### config.mk
export PLATFORM = sky130hd
export DESIGN_NAME = adc_metric_acc
export DESIGN_NICKNAME = d
export VERILOG_FILES = /design/src/rtl/adc_metric_acc.sv
export SDC_FILE = /design/constraint.sdc
export NUM_CORES = 1
export LEC_CHECK = 0
export ABC_AREA = 0
export CORE_MARGIN = 3
export CORE_UTILIZATION = 35
export DETAILED_ROUTE_END_ITERATION = 6
export HOLD_SLACK_MARGIN = 0.08
export PLACE_DENSITY = 0.56
export SYNTH_ARGS = -nofsm -noshare
export SYNTH_HDL_FRONTEND = slang
export SYNTH_SLANG_ARGS = --single-unit
### constraint.sdc
create_clock -name adc_clk -period 5 [get_ports adc_clk]
set_input_delay 0.75 -clock adc_clk [delete_from_list [all_inputs] [get_ports adc_clk]]
set_output_delay 0.75 -clock adc_clk [all_outputs]
set_load 0.05 [all_outputs]
### src/rtl/adc_metric_acc.sv
// rtl/adc_metric_acc.sv - settle-then-average ADC window accumulator producing J+, J- and their difference
module adc_metric_acc #(
   parameter int DATA_WIDTH    = 14,
   parameter int LOG2_SAMPLES  = 4,
   parameter int SETTLE_CYCLES = 7
) (
   input  logic                         adc_clk,
   input  logic                         rst_n,
   input  logic signed [DATA_WIDTH-1:0] adc_data,
   input  logic                         start,
   input  logic                         sel,
   input  logic                         abort,
   output logic                         busy,
   output logic                         done,
   output logic signed [DATA_WIDTH-1:0] jp_out,
   output logic signed [DATA_WIDTH-1:0] jm_out,
   output logic signed [DATA_WIDTH:0]   dj_out
);

   localparam int ACC_W   = DATA_WIDTH + LOG2_SAMPLES;
   localparam int NSAMP   = 2 ** LOG2_SAMPLES;
   localparam int CNT_MAX = (SETTLE_CYCLES > NSAMP) ? SETTLE_CYCLES : NSAMP;
   localparam int CNT_W   = $clog2(CNT_MAX + 1);
   localparam logic [CNT_W-1:0] SETTLE_LAST = CNT_W'(SETTLE_CYCLES - 1);
   localparam logic [CNT_W-1:0] ACCUM_LAST  = CNT_W'(NSAMP - 1);

   typedef enum logic [1:0] {IDLE, SETTLE, ACCUM, DONE} state_t;

   state_t                   state_q, state_d;
   logic [CNT_W-1:0]         cnt_q;
   logic signed [ACC_W-1:0]  acc_q;
   logic                     sel_q;
   logic [DATA_WIDTH-1:0]    avg;
   logic [ACC_W-1:0]         sample_ext;

   // Dropping the low LOG2_SAMPLES bits is an arithmetic shift, i.e. floor toward -inf.
   assign avg        = acc_q[ACC_W-1:LOG2_SAMPLES];
   assign sample_ext = {{LOG2_SAMPLES{adc_data[DATA_WIDTH-1]}}, adc_data};
   assign busy       = (state_q != IDLE);

   // State register.
   always_ff @(posedge adc_clk or negedge rst_n) begin
      if (!rst_n) state_q <= IDLE;
      else        state_q <= state_d;
   end

   // Next-state logic; the DONE cycle can accept a new start for back-to-back windows.
   always_comb begin
      state_d = state_q;
      case (state_q)
         IDLE:    if (start) state_d = SETTLE;
         SETTLE:  if (abort) state_d = IDLE;
                  else if (cnt_q == SETTLE_LAST) state_d = ACCUM;
         ACCUM:   if (abort) state_d = IDLE;
                  else if (cnt_q == ACCUM_LAST) state_d = DONE;
         DONE:    state_d = start ? SETTLE : IDLE;
         default: state_d = IDLE;
      endcase
   end

   // Datapath: counter, accumulator, latched select and result registers.
   always_ff @(posedge adc_clk or negedge rst_n) begin
      if (!rst_n) begin
         cnt_q  <= '0;
         acc_q  <= '0;
         sel_q  <= 1'b0;
         done   <= 1'b0;
         jp_out <= '0;
         jm_out <= '0;
      end else begin
         done <= 1'b0;
         case (state_q)
            IDLE, DONE: begin
               if (state_q == DONE) begin
                  done <= 1'b1;
                  if (sel_q) jm_out <= avg;
                  else       jp_out <= avg;
               end
               if (start) begin
                  sel_q <= sel;
                  acc_q <= '0;
                  cnt_q <= '0;
               end
            end
            SETTLE: begin
               if (!abort) cnt_q <= (cnt_q == SETTLE_LAST) ? '0 : cnt_q + 1'b1;
            end
            ACCUM: begin
               if (!abort) begin
                  acc_q <= acc_q + $signed(sample_ext);
                  cnt_q <= cnt_q + 1'b1;
               end
            end
            default: cnt_q <= '0;
         endcase
      end
   end

   // Difference tracks the result registers one edge behind, at full width.
   always_ff @(posedge adc_clk or negedge rst_n) begin
      if (!rst_n) dj_out <= '0;
      else        dj_out <= {jp_out[DATA_WIDTH-1], jp_out} - {jm_out[DATA_WIDTH-1], jm_out};
   end

endmodule

==> results of run 1 <==
layer usage:
layer	routed length (um)	part of all wire (%)	GRT usage [%]	vias up
met5	0	0	0	-
met4	191	2.2	5.78	0
met3	531	6.0	4.39	16
met2	4090	46	22.5	73
met1	4030	46	18.3	1467
li1	-	-	-	1577
kinds of logic (layout without fill, tap and decap cells):
| group | count (synthesis) | count (layout) | share of synthesized area [%] |
|---|---|---|---|
| buffers and inverters | 43 | 116 | 3.92 |
| AOI/OAI and AO/OA | 114 | 114 | 18.0 |
| xor gates and xnor gates | 25 | 25 | 5.32 |
| adders and majority gates | 42 | 42 | 13.1 |
| muxes | 27 | 27 | 7.38 |
| DFF | 70 | 70 | 42.5 |
| and+or+nand+nor | 86 | 86 | 9.78 |
placed cells by master (no fill, tap or decap), types with 3 or more instances in the layout:
master / n
mux2_2: 21
a31oi_1: 5
o21ai_0: 28
inv_6: 4
buf_4: 3
xor2_1: 7
o21ai_1: 17
a21o_1: 11
nor2_1: 19
inv_1: 34
dfrtp_1: 70
clkbuf_16: 9
o21bai_1: 4
ha_1: 40
nor2b_1: 3
a211oi_1: 3
nor3_1: 4
o21a_1: 9
a21oi_1: 16
o31ai_1: 3
nand3_1: 7
nand2_1: 37
clkdlybuf4s50_1: 62
nand2b_1: 4
mux2_1: 6
xnor2_1: 18
o211ai_1: 4
flip-flops by register name (all words and copies together) (netlist names):
name     flops
sel_q        1
state_q      2
dj_out      15
jm_out      14
jp_out      14
acc_q       18
cnt_q        5
done         1
final timing paths:
kind                              end  slack, ps  depth (start not counted)
max                         acc_q[14]       2120                         11
min                          cnt_q[4]        480                          2
max reg2reg                dj_out[14]       2620                         10
min reg2reg                  cnt_q[4]        480                          2
max in group asynchronous       sel_q       3510                          2
min in group asynchronous   dj_out[2]        570                          1
area by class of cell:
| type | instances | area [um2] | share of cell area [%] |
|---|---|---|---|
| Clock buffer | 9 | 225 | 4.34 |
| Clock inverter | 7 | 61.3 | 1.18 |
| Inverter | 34 | 128 | 2.46 |
| Multi-Input combinational cell | 294 | 2210 | 42.5 |
| Sequential cell | 70 | 1750 | 33.7 |
| Tap cell | 140 | 175 | 3.37 |
| Timing Repair Buffer | 66 | 648 | 12.5 |
stage by stage:
| stage | power (mW) | hold WS [ps] | util (%) |
|---|---|---|---|
| 3_3_place_gp | 3.59 | 463 | 43.9 |
| 5_1_grt | 4.56 | 522 | 46.5 |
| 4_1_cts | 4.25 | 482 | 46.5 |
| 2_1_floorplan | 3.01 | 449 | - |
| 3_5_place_dp | 3.62 | 469 | 43.9 |
| 6_report | 4.20 | 479 | 46.5 |
power by group through the flow:
stage | clock, mW | sequential, mW | combinational [mW]
after global placement | 0 | 0.933 | 2.66
after floorplan | 0 | 1.33 | 1.68
final | 0.613 | 0.923 | 2.66
after CTS | 0.632 | 0.927 | 2.69
after global routing | 0.652 | 0.956 | 2.95
after detailed placement | 0 | 0.937 | 2.68
worst reg2reg max path, stage by stage (launching register included):
cell and delay (ps):
dfrtp_1 370, inv_1 70, ha_1 200, fa_1 270, nor2b_4 50, o31a_1 290, o221a_4 270, o31ai_4 210
a21oi_2 110, a2111oi_2 360, a21o_1 120
==> metrics.md, run 1 <==
| Metric | Value |
|---|---|
| Sequential share of power | `a little over a fifth` |
| WL per Instance | `14.3 um` |
| Drt pass-1 iters | `4` |
| Setup WS pre-CTS | `between 1500 and 2000 ps` |
| Clk sinks | `70` |
| P per Cell Area | `about 810 nW/um2` |
| HPWL Detailed | `6790 um` |
| Chip width | `about 110 um` |
| DRC viols | `0` |
| First-pass GRT wire length | `~15000 um` |
| Post-synth top cells | `dfrtp_1 (70), ha_1 (40), nand2_1 (37)` |
| Period utilization | `57.6%` |
| Final hold vios | `0` |
| IR drop worst, VDD | `0.000534 V` |
| CTS Root Cell | `clkbuf_16` |
| Nets | `between 500 and 600` |
| Die Y | `~110 um` |
| Leak pwr | `approximately 2.4 nW` |
| WP buf/inv | `2` |
| Clock buffer depth | `2` |
| Worst setup margin | `roughly 2100 ps` |
| Post-synth ARST share | `100%` |
| Rel. slew slack | `between 30% and 40%` |
| Final min period | `~2900 ps` |
| Post-CTS Setup Inserts | `0` |
| Vias in the first global route | `a little over 3k` |
| Remaining Overflow, GRT | `0` |
| Setup violators final | `0` |
| Final Slew Violations | `0` |
| Sequential area share after synthesis | `a little over two fifths` |
| 1st-iter DRT viols | `150` |
| Critical Path Max Stage Delay | `around 460 ps` |
| Slowest-stage cell, CP | `clkdlybuf4s50_1` |
| Crit path max fanout | `4` |
| Syn avg cell area | `roughly 10 um2` |
| Logic pwr share | `a little under two thirds` |
| Post-route cell area | `between 5000 and 6000 um2` |
| Max_cap viols | `0` |
| CP required | `between 5000 and 6000 ps` |
| Antenna violations before repair | `0` |
| Clock power share | `14.6%` |
| Antenna diode count | `0` |
| Filler Cell Count | `roughly 1.1k` |
| GR Util All Layers | `14.3%` |
| Cell Chain, Critical Path | `clkdlybuf4s50_1 -> ha_1 -> inv_1 -> fa_1 -> nand2b_1 -> a21oi_1 -> o211ai_1 -> o21ai_0 -> a21oi_1 -> xor2_1 -> o21ai_1` |
| Outcome | `completed` |
| Placed Cells | `between 600 and 700` |
| Syn. warnings | `0` |
| Most area-consuming cells after synthesis | `dfrtp_1 (43%), ha_1 (12%), mux2_2 (5.7%)` |
| Routed via count | `3133` |
| Ports | `64` |
| # rows | `38` |
| Seq cells post-synth | `70` |
| Starting Density | `between 30% and 40%` |
| Sw Ratio | `between 40 and 50%` |
| HP Class | `reg -> reg` |
| Cell area after placement | `4910 um2` |
| Fraction of layout cells with a size suffix above 1 | `between 10% and 20%` |
| Hold path start | `cnt_q[4]` |
| Post-route insts no fill | `just over 600` |
| Most area-hungry cell type in the Yosys netlist | `dfrtp_1` |
| Synth cell types | `46` |
| # hold bufs at CTS | `0` |
| Syn_nets | `468` |
| CP dominant cell by count | `a21oi_1` |
| Die ar. | `around 13000 um2` |
| Fmax | `between 300 and 400 MHz` |
| Syn-to-layout area delta | `26.1%` |
| Final Skew | `between 7 and 8 ps` |
| Net Sw Power | `approximately 1.9 mW` |
| Top-count cell post-synth | `dfrtp_1` |
| # resized after CTS | `0` |
| Final TNS setup | `0 ps` |
| Most used DFF post-synth | `dfrtp_1` |
| Core area | `between 10000 and 15000 um2` |
| Cell family with most CP delay | `compound AO/OA/AOI/OAI gates` |
| CTS tree | `done` |
| Cell Area, Synth | `between 4000 and 5000 um2` |
| Crit. End Element | `flop` |
| Yosys top cell area share | `42.5%` |
| Worst reg2reg path startpoint | `jp_out[0]` |
| PortBufs | `63` |
| RSZ-0062 raised after global routing | `no` |
| Number of CTS-inserted buffers | `9` |
| Cells after Synth | `around 410` |
| Clk_lat worst skew | `about 340 ps` |
| Worst path arrival time | `3140 ps` |
| Post-synth EDFFs | `0` |
| Internal | `2.31 mW` |
| Detailed Route WL | `between 8000 and 9000 um` |
| Routed vias/inst | `just over 5` |
| Critical path class | `in -> reg` |
| Critical Path Source | `adc_data[0]` |
| Slew @ Worst Pin | `969 ps` |
| Largest net degree at the start of global routing | `46` |
| Worst-path clk slew | `approximately 60 ps` |
| Critical path launch point type | `input pin` |
| Antenna Nets Post-Route | `0` |
| RD Place Congestion | `roughly 0.96` |
| Htree depth | `3` |
Power figures use the tool's default switching activity.
==> run 2: changes to the inputs <==
Settings changed: PLACE_DENSITY 0.56 to 0.58.
Clock period 5 ns to 2.5 ns, I/O delays scaled along.
==> run 2 against run 1 <==
Combinational power up 110%. Die area did not move. First-iteration DRC count increased by 25%. Critical path type is now reg -> reg.
==> metrics.md, run 2 (synthesis gave the netlist of run 1 again) <==
| Metric | Value |
|---|---|
| Remaining Overflow, GRT | `0 (unchanged)` |
| Final TNS setup | `0 ps (unchanged)` |
| M2 GR Usage | `23.7% (+1.2 points)` |
| Max_cap viols | `0 (unchanged)` |
| Crit path max fanout | `2 (-2)` |
| Final Skew | `7.76 ps (-0.0182 ps)` |
| Drt pass-1 iters | `6 (+2)` |
| Outcome | `completed` |
| Fraction of layout cells with a size suffix above 1 | `13.0% (+3.0 points)` |
| Vias in the first global route | `3178 (+3.2%)` |
| Ports | `64 (unchanged)` |
| Clk sinks | `70 (unchanged)` |
| Placed Cells | `617 (+2.2%)` |
| Starting Density | `36.9% (unchanged)` |
| Antenna Nets Post-Route | `0 (unchanged)` |
| Final Slew Violations | `0 (unchanged)` |
| Period utilization | `between 90% and 100%` |
| Clk_lat worst skew | `330 ps (about the same)` |
| RSZ-0062 raised after global routing | `no` |
| RD Place Congestion | `0.932 (-2.9%)` |
| Worst-path clk slew | `60 ps (about the same)` |
| Die ar. | `13100 um2 (unchanged)` |
| Post-route insts no fill | `634 (+2.3%)` |
| WL per Instance | `14.0 um (-2.0%)` |
| Area taken by multi-input logic gates | `2210 um2 (+0.28%)` |
| Rel. slew slack | `62.0% (+27 points)` |
| # rows | `38 (unchanged)` |
| HPWL Detailed | `6790 um (about the same)` |
| Register area | `1750 um2 (about the same)` |
| Routed via count | `3221 (+2.8%)` |
| Die Y | `114 um (unchanged)` |
| GR Util All Layers | `14.4% (+0.076 points)` |
| PortBufs | `63 (unchanged)` |
| Core area | `11200 um2 (unchanged)` |
| Setup violators final | `0 (unchanged)` |
| Htree depth | `3 (unchanged)` |
| Crit. End Element | `flop` |
| Detailed Route WL | `8860 um (+0.20%)` |
| 1st-iter DRT viols | `187 (+25%)` |
| Antenna violations before repair | `0 (unchanged)` |
| DRC viols | `0 (unchanged)` |
| Routed vias/inst | `5.08 (+0.54%)` |
| Chip width | `114 um (unchanged)` |
| Regs by FF count | `acc_q (18), dj_out (15)` |
| IR drop worst, VDD | `0.00114 V (+110%)` |
| CP required | `2770 ps (-2490 ps)` |
| P per Cell Area | `1610 nW/um2 (+99%)` |
| Critical path class | `reg -> reg` |
| M1 GR Usage | `17.8% (-0.43 points)` |
| Number of CTS-inserted buffers | `9 (unchanged)` |
| Gr busiest metal | `met2` |
| Fmax | `~430 MHz` |
| Worst path arrival time | `2620 ps (-520 ps)` |
| Critical path launch point type | `flop` |
| Final min period | `about 2400 ps` |
| CTS tree | `done` |
| Max reg flops | `18 (unchanged)` |
| CTS Root Cell | `clkbuf_16` |
| Util after Layout | `47.8% (+1.3 points)` |
| Commonest non-fill, non-tap cell in the layout | `dfrtp_1` |
| Syn-to-layout area delta | `29.7%` |
| Antenna diode count | `0 (unchanged)` |
| Largest Register | `acc_q` |
| Largest net degree at the start of global routing | `71 (+54%)` |
| Most frequent cells in the layout | `dfrtp_1 (69), clkdlybuf4s50_1 (62), ha_1 (40), nand2_1 (37), inv_1 (34)` |
| Clock buffer depth | `2 (unchanged)` |
| First-pass GRT wire length | `15000 um (+1.0%)` |
| Filler Cell Count | `1027 (-3.1%)` |
| Slew @ Worst Pin | `566 ps (-403 ps)` |
| Nets | `550 (+2.6%)` |
| Met3 Resource Use GR | `4.33% (-0.053 points)` |
| Leak pwr | `2.47 nW (+3.1%)` |
| Final hold vios | `0 (unchanged)` |
| HP Class | `reg -> reg` |
[run 2: routing by layer]
layer  wire, um  vias up
met1       4020     1544
met4         93        0
li1           -     1600
met2       4270       68
met5          0        -
met3        477        9
[run 2: report_power, final]
group | switching (mW) | leakage [nW] | total [mW] | internal [mW]
combinational | 3.02 | 1.38 | 5.46 | 2.43
sequential | 0.273 | 0.950 | 1.85 | 1.58
clock | 0.517 | 0.141 | 1.30 | 0.786
total | 3.81 | 2.47 | 8.61 | 4.80
[run 2: worst max-delay path, cell delays in order (launching register included)]
cell and delay, ps:
dfrtp_1 370, inv_1 90, ha_1 210, fa_2 260, nor2b_4 50, o31a_1 280
o221a_4 270, o31ai_4 220, a21oi_2 110, a2111oi_2 300, a21o_1 120
[run 2: cell type report]
type / instances / share of cell area (%)
Clock inverter: 7 / 1.52
Multi-Input combinational cell: 294 / 41.4
Inverter: 34 / 2.39
Sequential cell: 70 / 32.8
Timing Repair Buffer: 80 / 14.4
Clock buffer: 9 / 4.22
Tap cell: 140 / 3.28
[run 2: metrics by stage]
| step | power, mW | hold slack (ps) | setup slack, ps | cell area (um2) |
|---|---|---|---|---|
| 2_1_floorplan | 6.02 | 79.4 | 12.6 | 4120 |
| 3_5_place_dp | 7.37 | 431 | -243 | 5020 |
| 4_1_cts | 8.72 | 482 | 45.9 | 5340 |
| 5_1_grt | 9.31 | 498 | 2.29 | 5340 |
| 3_3_place_gp | 7.27 | 432 | -201 | 5020 |
| 6_report | 8.61 | 482 | 148 | 5340 |
[run 2: final timing paths]
path,end,slack (ps),cells after the start,startpoint
max,dj_out[14],150,10,jp_out[0]
min,cnt_q[4],480,2,cnt_q[4]
max reg2reg,dj_out[14],150,10,jp_out[0]
min reg2reg,cnt_q[4],480,2,cnt_q[4]
max in group asynchronous,jm_out[0],1600,3,rst_n
min in group asynchronous,dj_out[1],610,3,rst_n
[run 2: what timing repair did]
action / in CTS / in global routing
hold endpoints to repair: 33 / 0
endpoints found under the setup margin: 0 / 5
hold buffers: 1 / 0
resized for setup: 0 / 2
buffers inserted: 0 / 0
